$ cat src/rtl/byte_instruction_decoder.sv
// Assembles the fetch byte stream (opcode byte plus 0-2 little-endian operand bytes)
// into one decoded instruction handed to execute over a valid/accept handshake.
module byte_instruction_decoder #(
  parameter int width_in    = 8,
  parameter int count_width = 16
) (
  input  logic                   clk,
  input  logic                   reset,
  input  logic                   start_for_decoder,
  input  logic [width_in-1:0]    data_for_decoder,
  output logic                   ready_from_decoder,
  output logic                   instr_valid,
  input  logic                   instr_accept,
  output logic [5:0]             opcode,
  output logic [1:0]             operand_count,
  output logic [15:0]            operand,
  output logic                   illegal,
  output logic [count_width-1:0] issued_count
);

  typedef enum logic [1:0] {
    IDLE    = 2'd0,
    OPERAND = 2'd1,
    ISSUE   = 2'd2
  } state_t;

  state_t                 state_reg, state_next;
  logic [5:0]             opcode_reg, opcode_next;
  logic [1:0]             count_reg, count_next;
  logic [15:0]            operand_reg, operand_next;
  logic                   idx_reg, idx_next;
  logic                   illegal_reg, illegal_next;
  logic                   ready_reg, ready_next;
  logic                   valid_reg, valid_next;
  logic [count_width-1:0] issued_reg, issued_next;

  logic       byte_xfer;
  logic [1:0] byte_count;

  assign byte_xfer  = start_for_decoder && ready_reg;
  assign byte_count = data_for_decoder[7:6];

  always_ff @(posedge clk or negedge reset) begin
    if (!reset) begin
      state_reg   <= IDLE;
      opcode_reg  <= '0;
      count_reg   <= '0;
      operand_reg <= '0;
      idx_reg     <= 1'b0;
      illegal_reg <= 1'b0;
      ready_reg   <= 1'b1;
      valid_reg   <= 1'b0;
      issued_reg  <= '0;
    end else begin
      state_reg   <= state_next;
      opcode_reg  <= opcode_next;
      count_reg   <= count_next;
      operand_reg <= operand_next;
      idx_reg     <= idx_next;
      illegal_reg <= illegal_next;
      ready_reg   <= ready_next;
      valid_reg   <= valid_next;
      issued_reg  <= issued_next;
    end
  end

  always_comb begin
    state_next   = state_reg;
    opcode_next  = opcode_reg;
    count_next   = count_reg;
    operand_next = operand_reg;
    idx_next     = idx_reg;
    illegal_next = 1'b0;
    issued_next  = issued_reg;

    unique case (state_reg)
      IDLE: begin
        if (byte_xfer) begin
          if (byte_count == 2'b11) begin
            // Illegal byte is dropped; the last decoded instruction stays visible.
            illegal_next = 1'b1;
          end else begin
            opcode_next  = data_for_decoder[5:0];
            count_next   = byte_count;
            operand_next = '0;
            idx_next     = 1'b0;
            state_next   = (byte_count == 2'b00) ? ISSUE : OPERAND;
          end
        end
      end
      OPERAND: begin
        if (byte_xfer) begin
          if (idx_reg)
            operand_next[15:8] = data_for_decoder[7:0];
          else
            operand_next[7:0]  = data_for_decoder[7:0];
          if (({1'b0, idx_reg} + 2'd1) == count_reg)
            state_next = ISSUE;
          else
            idx_next = 1'b1;
        end
      end
      ISSUE: begin
        if (instr_accept) begin
          issued_next = issued_reg + 1'b1;
          state_next  = IDLE;
        end
      end
      default: state_next = IDLE;
    endcase

    // Handshake flags are registered copies of the next state so they change with it.
    ready_next = (state_next != ISSUE);
    valid_next = (state_next == ISSUE);
  end

  assign ready_from_decoder = ready_reg;
  assign instr_valid        = valid_reg;
  assign opcode             = opcode_reg;
  assign operand_count      = count_reg;
  assign operand            = operand_reg;
  assign illegal            = illegal_reg;
  assign issued_count       = issued_reg;

endmodule
$ cat config.mk
export PLATFORM = sky130hd
export DESIGN_NAME = byte_instruction_decoder
export DESIGN_NICKNAME = d
export VERILOG_FILES = /design/src/rtl/byte_instruction_decoder.sv
export SDC_FILE = /design/constraint.sdc
export NUM_CORES = 1
export LEC_CHECK = 0
export ABC_AREA = 1
export BUFFER_PORTS_ARGS = -buffer_cell sky130_fd_sc_hd__buf_2
export CORE_MARGIN = 8
export CORE_UTILIZATION = 45
export DETAILED_ROUTE_END_ITERATION = 10
export PLACE_DENSITY = 0.69
export SYNTH_ARGS = -nofsm -noshare
export SYNTH_HDL_FRONTEND = slang
export SYNTH_SLANG_ARGS = --single-unit
export TNS_END_PERCENT = 1
$ cat constraint.sdc
create_clock -name clk -period 2 [get_ports clk]
set_clock_uncertainty 0.15 [all_clocks]
set_input_delay 0.4 -clock clk [delete_from_list [all_inputs] [get_ports clk]]
set_output_delay 0.4 -clock clk [all_outputs]
set_load 0.03 [all_outputs]
==> metrics.txt, run 1 <==
Ports 55; post-route cell area 2630 um2; Main synth FF type dfrtp_1; sequential share of power 38.7%; vias in the first global route 1846; Worst Tran Pin Value 0.573 ns; DIE WIDTH 85.8 um; startpoint types register; Ys Warns 0; hold crit path type primary input to async pin; Post-DP HPWL 3570 um; peak supply drop 688 uV; Initial DRT Pass Iterations 4; nets 339; final count of pins violating max slew 0; synth-to-layout area growth 19.8%; worst path required time 2.05 ns; Clock transition at path regs 0.08 ns; worst reg2reg endpoint issued_count[10]$_DFFE_PN0P_; Slew HR 61.8%; PwrDens 1510 nW/um2; drc violations 0; GRT Total Usage 13.9%; Post-synth EDFFs 0; leading cell types in the layout, fill and taps excluded nand2_1, buf_2, dfrtp_1; Reg-to-Reg Start issued_count[1]$_DFFE_PN0P_; Worst EP arrival 1.66 ns; internal power 2.09 mW; CTS Sinks 46; worst-path fanout max 6; fraction of layout cells with a size suffix above 1 26.6%; run status completed; # setup viols final 0; ys async rst share 100%; maximum clock frequency 0.621 GHz; Core Area 4720 um2; final std cells w/o fill 394; Die Y 85.8 um; Switch Pwr 1.89 mW; Setup TNS 0 ns; power share of the clock group 14.8%; cell chain of the critical path ha_1, inv_1, nor2_1, nand3_1, nor2_2, nand3_1, nand2_1, nand2_1; WS Path Type register to register; placed cell area 2540 um2; Slowest cell on crit path dfrtp_1; root buffer cell clkbuf_8; Antenna Diode Count 0; post-route minimum period 1.61 ns; Max-Cap Viols 0; Overflow after GRT 0; cts hold-fix bufs 0; crit path capture type register; sw frac 47.5%; setup bufs post-CTS 0; Initial Util 46.5%; DR vias 1837; WHS 0.0182 ns; TritonCTS buffer count 5; crit-path max cell delay 0.42 ns; remaining antenna violation count 0; Post-Route WL 4750 um; Cell Area, Synth 2190 um2; Resized Gates After CTS 0; H-tree Lvls 2; CTS max path bufs 2; reg2reg path depth 8; placed insts 386; post-DR wirelength/cell 12.1 um; post-synthesis sequential area ratio 52.5%; #FFs+latches synth 46; flop-to-flop setup slack 0.39 ns; CTS tree built; Distinct cells, synth 26; input/output buffers 54; crit path from issued_count[1]$_DFFE_PN0P_; Placement Rows 25; initial drt markers 96; Routability Congestion 0.791; Util after Layout 55.7%; LEAKAGE 1.36 nW; Post-Syn Area per Cell 8.28 um2; most common cell after layout, fill and taps aside nand2_1; final worst path period share 80.5%; latest clock arrival within the worst-skew pair 0.30 ns; unrepaired setup endpoints after global routing false; vias per inst 4.66; Comb pwr share 46.6%; cells after synthesis 265; die area 7370 um2; initial antenna violation count 0; pin count of the biggest net entering global routing 47; Fin. Hold Viols 0; first-pass GRT wire length 8330 um; Synth Net Count 278
[metrics by stage]
step                worst slack (ns)  power (mW)
detailed placement             0.412        3.43
finish                         0.390        3.98
global route                   0.230        4.27
global placement               0.432        3.41
floorplan                      0.319        2.90
CTS                            0.395        4.03
[layer usage]
| metal | track usage (%) | share of wire (%) | up-vias |
|---|---|---|---|
| met5 | 0 | 0 | - |
| met4 | 3.34 | 0.76 | 0 |
| li1 | - | - | 957 |
| met3 | 4.30 | 5.6 | 4 |
| met2 | 23.3 | 46 | 39 |
| met1 | 16.8 | 48 | 837 |
[Yosys cell counts (2+ instances only)]
master / n / share of area [%]
a21oi_1: 3 / 0.68
a21oi_2: 2 / 0.80
buf_6: 3 / 1.5
dfrtp_1: 45 / 51
inv_1: 41 / 7.0
inv_2: 3 / 0.51
nand2_1: 72 / 12
nand2_2: 2 / 0.57
nand3_1: 9 / 2.1
nand4_1: 4 / 1.1
nor2_1: 29 / 5.0
nor2_2: 4 / 1.1
o211ai_1: 2 / 0.68
o21ai_0: 4 / 0.91
o21ai_1: 20 / 4.6
o21ai_2: 9 / 3.6
xnor2_1: 3 / 1.2
xor2_1: 2 / 0.80
[layout make-up]
class	count	area [um2]
fillers	461	2090
flip-flops and latches	46	1150
multi-input cells	172	843
repair buffers	57	293
inverters	44	165
clock buffers	7	86.3
well taps	67	83.8
clock inverters	1	5.00
[cells by family (layout without fill, tap and decap cells)]
group | Yosys count | in the layout | share of synthesized area (%)
xor+xnor | 5 | 5 | 2.00
simple gates | 124 | 124 | 23.9
compound gates | 42 | 42 | 11.9
fa+ha+maj | 1 | 1 | 0.570
flops | 46 | 46 | 52.5
buf+inv | 47 | 109 | 9.06
[worst max-delay path by stage]
| stage | cells after the start | end | slack, ns |
|---|---|---|---|
| after floorplan | 8 | issued_count[10]$_DFFE_PN0P_ | 0.32 |
| after global placement | 5 | opcode[3]$_DFFE_PN0P_ | 0.43 |
| after detailed placement | 5 | opcode[1]$_DFFE_PN0P_ | 0.41 |
| after CTS | 7 | operand[14]$_DFFE_PN0P_ | 0.40 |
| after global routing | 8 | issued_count[14]$_DFFE_PN0P_ | 0.23 |
| final | 8 | issued_count[10]$_DFFE_PN0P_ | 0.39 |
[critical path, delay by kind of cell, from the launching register on]
kind,cells,cell delay [ns]
and+or+nand+nor,6,0.72
DFF,1,0.42
adders and majority gates,1,0.17
buffers and inverters,1,0.06
[power by group through the flow]
stage,clock network [mW],registers [mW],logic [mW]
detailed placement,0,1.55,1.88
global placement,0,1.55,1.85
finish,0.588,1.54,1.85
CTS,0.605,1.54,1.88
global route,0.636,1.59,2.04
floorplan,0,2.14,0.768
(Power assumes the default switching activity.)
==> inputs of run 2 (changes only) <==
Clock period 2 ns to 1.7 ns, I/O delays scaled along.
==> run 2 against run 1 <==
  * Wire length is 3.1% higher
  * Worst setup slack worse by 0.31 ns
  * Hold slack better by 0.14 ns
  * Count of clock-buffer cells in the layout is 1 lower
  * Critical path type unchanged
==> metrics.txt, run 2 (same netlist as run 1, synthesis figures left out) <==
Die Y 85.8 um (unchanged); Worst EP arrival 1.69 ns (+0.03 ns); WHS Path Cells 3; sw frac 44.2% (-3.3 points); internal power 2.85 mW (+36%); Slew HR 71.3% (+9.5 points); CTS tree built; multi-input logic area 858 um2 (+1.8%); peak supply drop 986 uV (+43%); DR vias 1844 (+0.38%); Comb pwr share 45.6% (-1.0 points); Overflow after GRT 0 (unchanged); PwrDens 1850 nW/um2 (+22%); Initial DRT Pass Iterations 4 (unchanged); most common cell after layout, fill and taps aside nand2_1; post-route cell area 2770 um2 (+5.2%); nets 343 (+1.2%); # setup viols final 0 (unchanged); CTS max path bufs 2 (unchanged); input/output buffers 54 (unchanged); post-DR wirelength/cell 12.3 um (+2.1%); die area 7370 um2 (unchanged); hold crit path type primary input to register; Fin. Hold Viols 0 (unchanged); Util after Layout 58.5% (+2.9 points); crit path capture type register; Initial Util 46.5% (unchanged); Reg area 1150 um2 (unchanged); post-route minimum period 1.62 ns (+0.00999 ns); first-pass GRT wire length 8470 um (+1.7%); Setup TNS 0 ns (unchanged); leading cell types in the layout, fill and taps excluded nand2_1, buf_2, dfrtp_1; final count of pins violating max slew 0 (unchanged); WS Path Type register to register; latest clock arrival within the worst-skew pair 0.29 ns (about the same); worst path required time 1.77 ns (-0.28 ns); Placement Rows 25 (unchanged); placed insts 389 (+0.78%); placed cell area 2600 um2 (+2.4%); Post-DP HPWL 3670 um (+2.8%); Ports 55 (unchanged); Reg-to-Reg Start ready_from_decoder$_DFF_PN1_; power share of the clock group 19.3% (+4.5 points); final std cells w/o fill 398 (+1.0%); Worst Tran Pin Value 0.431 ns (-0.142 ns); setup bufs post-CTS 0 (unchanged); synth-to-layout area growth 26.0%; vias in the first global route 1849 (+0.16%); TritonCTS buffer count 5 (unchanged); Antenna Diode Count 0 (unchanged); startpoint types register; GRT Total Usage 14.3% (+0.44 points); LEAKAGE 1.42 nW (+4.3%); Hold Startpoint data_for_decoder[2]; CTS Sinks 46 (unchanged); pin count of the biggest net entering global routing 30 (-36%); Core Area 4720 um2 (unchanged); drc violations 0 (unchanged); fraction of layout cells with a size suffix above 1 27.5% (+0.89 points); run status completed; reg2reg path depth 7 (-1); initial drt markers 89 (-7.3%); total chip power 5.11 mW (+28%); worst-path fanout max 6 (unchanged); Clock transition at path regs 0.09 ns (about the same); flop-to-flop setup slack 0.08 ns (-0.31 ns); initial antenna violation count 0 (unchanged); H-tree Lvls 2 (unchanged); sequential share of power 35.1% (-3.6 points); maximum clock frequency 0.617 GHz (-0.62%); Switch Pwr 2.26 mW (+20%); Routability Congestion 0.851 (+7.6%); Max-Cap Viols 0 (unchanged); final worst path period share 95.3% (+15 points); remaining antenna violation count 0 (unchanged); crit path from ready_from_decoder$_DFF_PN1_; Post-Route WL 4900 um (+3.1%); root buffer cell clkbuf_8; DIE WIDTH 85.8 um (unchanged); number of fill cells 425 (-7.8%); unrepaired setup endpoints after global routing true; vias per inst 4.63 (-0.63%)
==> run 2: per-layer routing <==
metal	GRT usage (%)	vias up	share of wire [%]
li1	-	954	-
met1	16.9	828	46
met2	23.6	55	46
met3	4.30	7	6.5
met4	5.73	0	1.5
met5	0	-	0
==> run 2: path summary, 6_finish.rpt <==
check / endpoint
setup / recovery: operand[15]$_DFFE_PN0P_
hold / removal: opcode[2]$_DFFE_PN0P_
setup reg to reg: operand[15]$_DFFE_PN0P_
hold reg to reg: opcode[4]$_DFFE_PN0P_
max in group asynchronous: issued_count[4]$_DFFE_PN0P_
min in group asynchronous: instr_valid$_DFF_PN0_
==> run 2: timing repair <==
item,CTS,global route
hold buffers,1,0
endpoints found under the setup margin,0,9
hold endpoints to repair,16,0
gates resized for setup,0,3
==> run 2: layout make-up <==
cell class,instances,area share (%)
tap,67,3.03
inverter,44,5.97
timing repair buffer,61,13.1
sequential,46,41.7
clock inverter,2,2.17
clock buffer,6,2.99
multi-input combinational,172,31.0
==> run 2: worst max-delay path, cell delays in order, from the launching register on <==
cell and delay [ns]:
dfstp_2 0.54, nand2_2 0.09, nor2_1 0.09, o21ai_1 0.13, a21oi_2 0.24, buf_4 0.18, nand2_1 0.05, o21ai_1 0.08
==> run 2: power by group through the flow <==
stage | registers, mW | clock network [mW] | logic [mW]
2_1_floorplan | 2.51 | 0 | 0.903
3_3_place_gp | 1.81 | 0 | 2.30
3_5_place_dp | 1.80 | 0 | 2.34
4_1_cts | 1.80 | 1.01 | 2.35
5_1_grt | 1.85 | 1.04 | 2.56
6_report | 1.79 | 0.986 | 2.33
==> run 2: metrics by stage <==
step | hold WS [ns] | setup WS [ns]
floorplan | -0.106 | 0.0194
global placement | 0.149 | 0.154
detailed placement | 0.148 | 0.118
CTS | 0.144 | 0.0877
global route | 0.156 | -0.0145
finish | 0.158 | 0.0800
==> inputs of run 3 (changes only) <==
Settings changed: CTS_BUF_LIST set to sky130_fd_sc_hd__clkbuf_16.
==> run 3 against run 2 <==
  * Combinational power barely moved
  * Final area rose by 1.7%
  * Cell count did not move
  * Sequential power barely moved
  * Global-route usage rose by 0.14 points
  * Clock power rose by 24%
  * Core utilization rose by 0.98 points
  * Worst setup slack barely moved
  * Register-to-register slack barely moved
  * Wire length rose by 1.0%
  * Count of clock-buffer cells in the layout fell by 1
==> metrics.txt, run 3 (same netlist as run 1, synthesis figures left out) <==
run status completed; placed cell area 2600 um2 (unchanged); Worst Tran Pin Value 0.430 ns (-0.000933 ns); CTS tree built; Core Area 4720 um2 (unchanged); CTS Sinks 46 (unchanged); crit path capture type register; Slew HR 71.3% (about the same); Max-Cap Viols 0 (unchanged); vias in the first global route 1839 (-0.54%); peak supply drop 1010 uV (+2.3%); fraction of layout cells with a size suffix above 1 27.2% (-0.30 points); DR vias 1828 (-0.87%); post-route cell area 2810 um2 (+1.7%); final std cells w/o fill 398 (unchanged); TritonCTS buffer count 5 (unchanged); hold crit path type primary input to register; DIE WIDTH 85.8 um (unchanged); most common cell after layout, fill and taps aside nand2_1; # setup viols final 0 (unchanged); nets 343 (unchanged); die area 7370 um2 (unchanged); Initial DRT Pass Iterations 4 (unchanged); input/output buffers 54 (unchanged); LEAKAGE 1.44 nW (+1.4%); Clock transition at path regs 0.06 ns (-0.03 ns); root buffer cell clkbuf_16; WS Path Type register to register; unrepaired setup endpoints after global routing true; Post-Route WL 4950 um (+1.0%); synth-to-layout area growth 28.1%; remaining antenna violation count 0 (unchanged); Fin. Hold Viols 0 (unchanged); worst-path fanout max 6 (unchanged); GRT Total Usage 14.4% (+0.14 points); Overflow after GRT 0 (unchanged); worst path required time 1.76 ns (about the same); vias per inst 4.59 (-0.87%); Initial Util 46.5% (unchanged); PwrDens 1900 nW/um2 (+3.1%); drc violations 0 (unchanged); Util after Layout 59.5% (+0.98 points); initial antenna violation count 0 (unchanged); Worst EP arrival 1.68 ns (about the same); post-route minimum period 1.62 ns (+0.000115 ns); initial drt markers 70 (-21%); number of fill cells 416 (-2.1%); startpoint types register; Post-DP HPWL 3670 um (unchanged); final count of pins violating max slew 0 (unchanged); maximum clock frequency 0.617 GHz (about the same); latest clock arrival within the worst-skew pair 0.28 ns (about the same); leading cell types in the layout, fill and taps excluded nand2_1, buf_2, dfrtp_1; placed insts 389 (unchanged); CTS max path bufs 2 (unchanged); Die Y 85.8 um (unchanged); Routability Congestion 0.851 (unchanged); Placement Rows 25 (unchanged); Antenna Diode Count 0 (unchanged); H-tree Lvls 2 (unchanged); final worst path period share 95.3% (about the same); first-pass GRT wire length 8490 um (+0.32%); Ports 55 (unchanged); post-DR wirelength/cell 12.4 um (+1.0%); pin count of the biggest net entering global routing 30 (unchanged); setup bufs post-CTS 0 (unchanged)
run 3: cell count changes in the layout (fill, tap and decap cells not counted):
cell	before	now
clkbuf_8	6	0
clkbuf_16	0	5
clkinv_1	0	1
run 3: repair_timing:
item	CTS	global route
hold buffers	1	0
endpoints found under the hold margin	16	0
gates resized for setup	0	3
setup endpoints to repair	0	9
run 3: metrics by stage:
| step | TNS (ns) | total power [mW] | worst slack (ns) | hold slack (ns) |
|---|---|---|---|---|
| final | 0 | 5.35 | 0.0798 | 0.171 |
| after CTS | 0 | 5.41 | 0.0908 | 0.167 |
| after floorplan | 0 | 3.42 | 0.0194 | -0.106 |
| after global routing | -0.0297 | 5.70 | -0.0171 | 0.176 |
| after detailed placement | 0 | 4.15 | 0.118 | 0.148 |
| after global placement | 0 | 4.12 | 0.154 | 0.149 |
run 3: per-layer routing:
layer	GRT usage, %	wire length [um]	vias to the layer above
met4	5.25	38	0
li1	-	-	956
met5	0	0	-
met3	5.44	297	4
met1	16.8	2270	827
met2	23.6	2340	41
run 3: path summary, 6_finish.rpt:
check                                                   from  slack [ns]                           to  depth (start not counted)
worst min-delay path                     data_for_decoder[2]        0.17        opcode[2]$_DFFE_PN0P_                          3
min in group asynchronous                              reset        0.38        instr_valid$_DFF_PN0_                          2
worst max register to register  ready_from_decoder$_DFF_PN1_        0.08      operand[15]$_DFFE_PN0P_                          7
worst max-delay path            ready_from_decoder$_DFF_PN1_        0.08      operand[15]$_DFFE_PN0P_                          7
worst min register to register         opcode[5]$_DFFE_PN0P_        0.33        opcode[5]$_DFFE_PN0P_                          2
max in group asynchronous                              reset        0.53  issued_count[4]$_DFFE_PN0P_                          3
run 3: area by class of cell:
| class | count | area [um2] | area share, % |
|---|---|---|---|
| Inverter | 44 | 165 | 5.87 |
| Sequential cell | 46 | 1150 | 41.0 |
| Timing Repair Buffer | 61 | 363 | 12.9 |
| Multi-Input combinational cell | 172 | 858 | 30.5 |
| Tap cell | 67 | 83.8 | 2.98 |
| Clock inverter | 3 | 63.8 | 2.27 |
| Clock buffer | 5 | 125 | 4.45 |
run 3: critical path, cell delays in order (launching register included):
cell and delay, ns:
dfstp_2 0.53, nand2_2 0.09, nor2_1 0.09, o21ai_1 0.13
a21oi_2 0.25, buf_4 0.18, nand2_1 0.05, o21ai_1 0.08
run 3: power breakdown:
part	internal, mW	switching (mW)	total, mW
Sequential	1.50	0.298	1.80
Clock	0.836	0.387	1.22
Combinational	0.726	1.61	2.33
Total	3.06	2.29	5.35
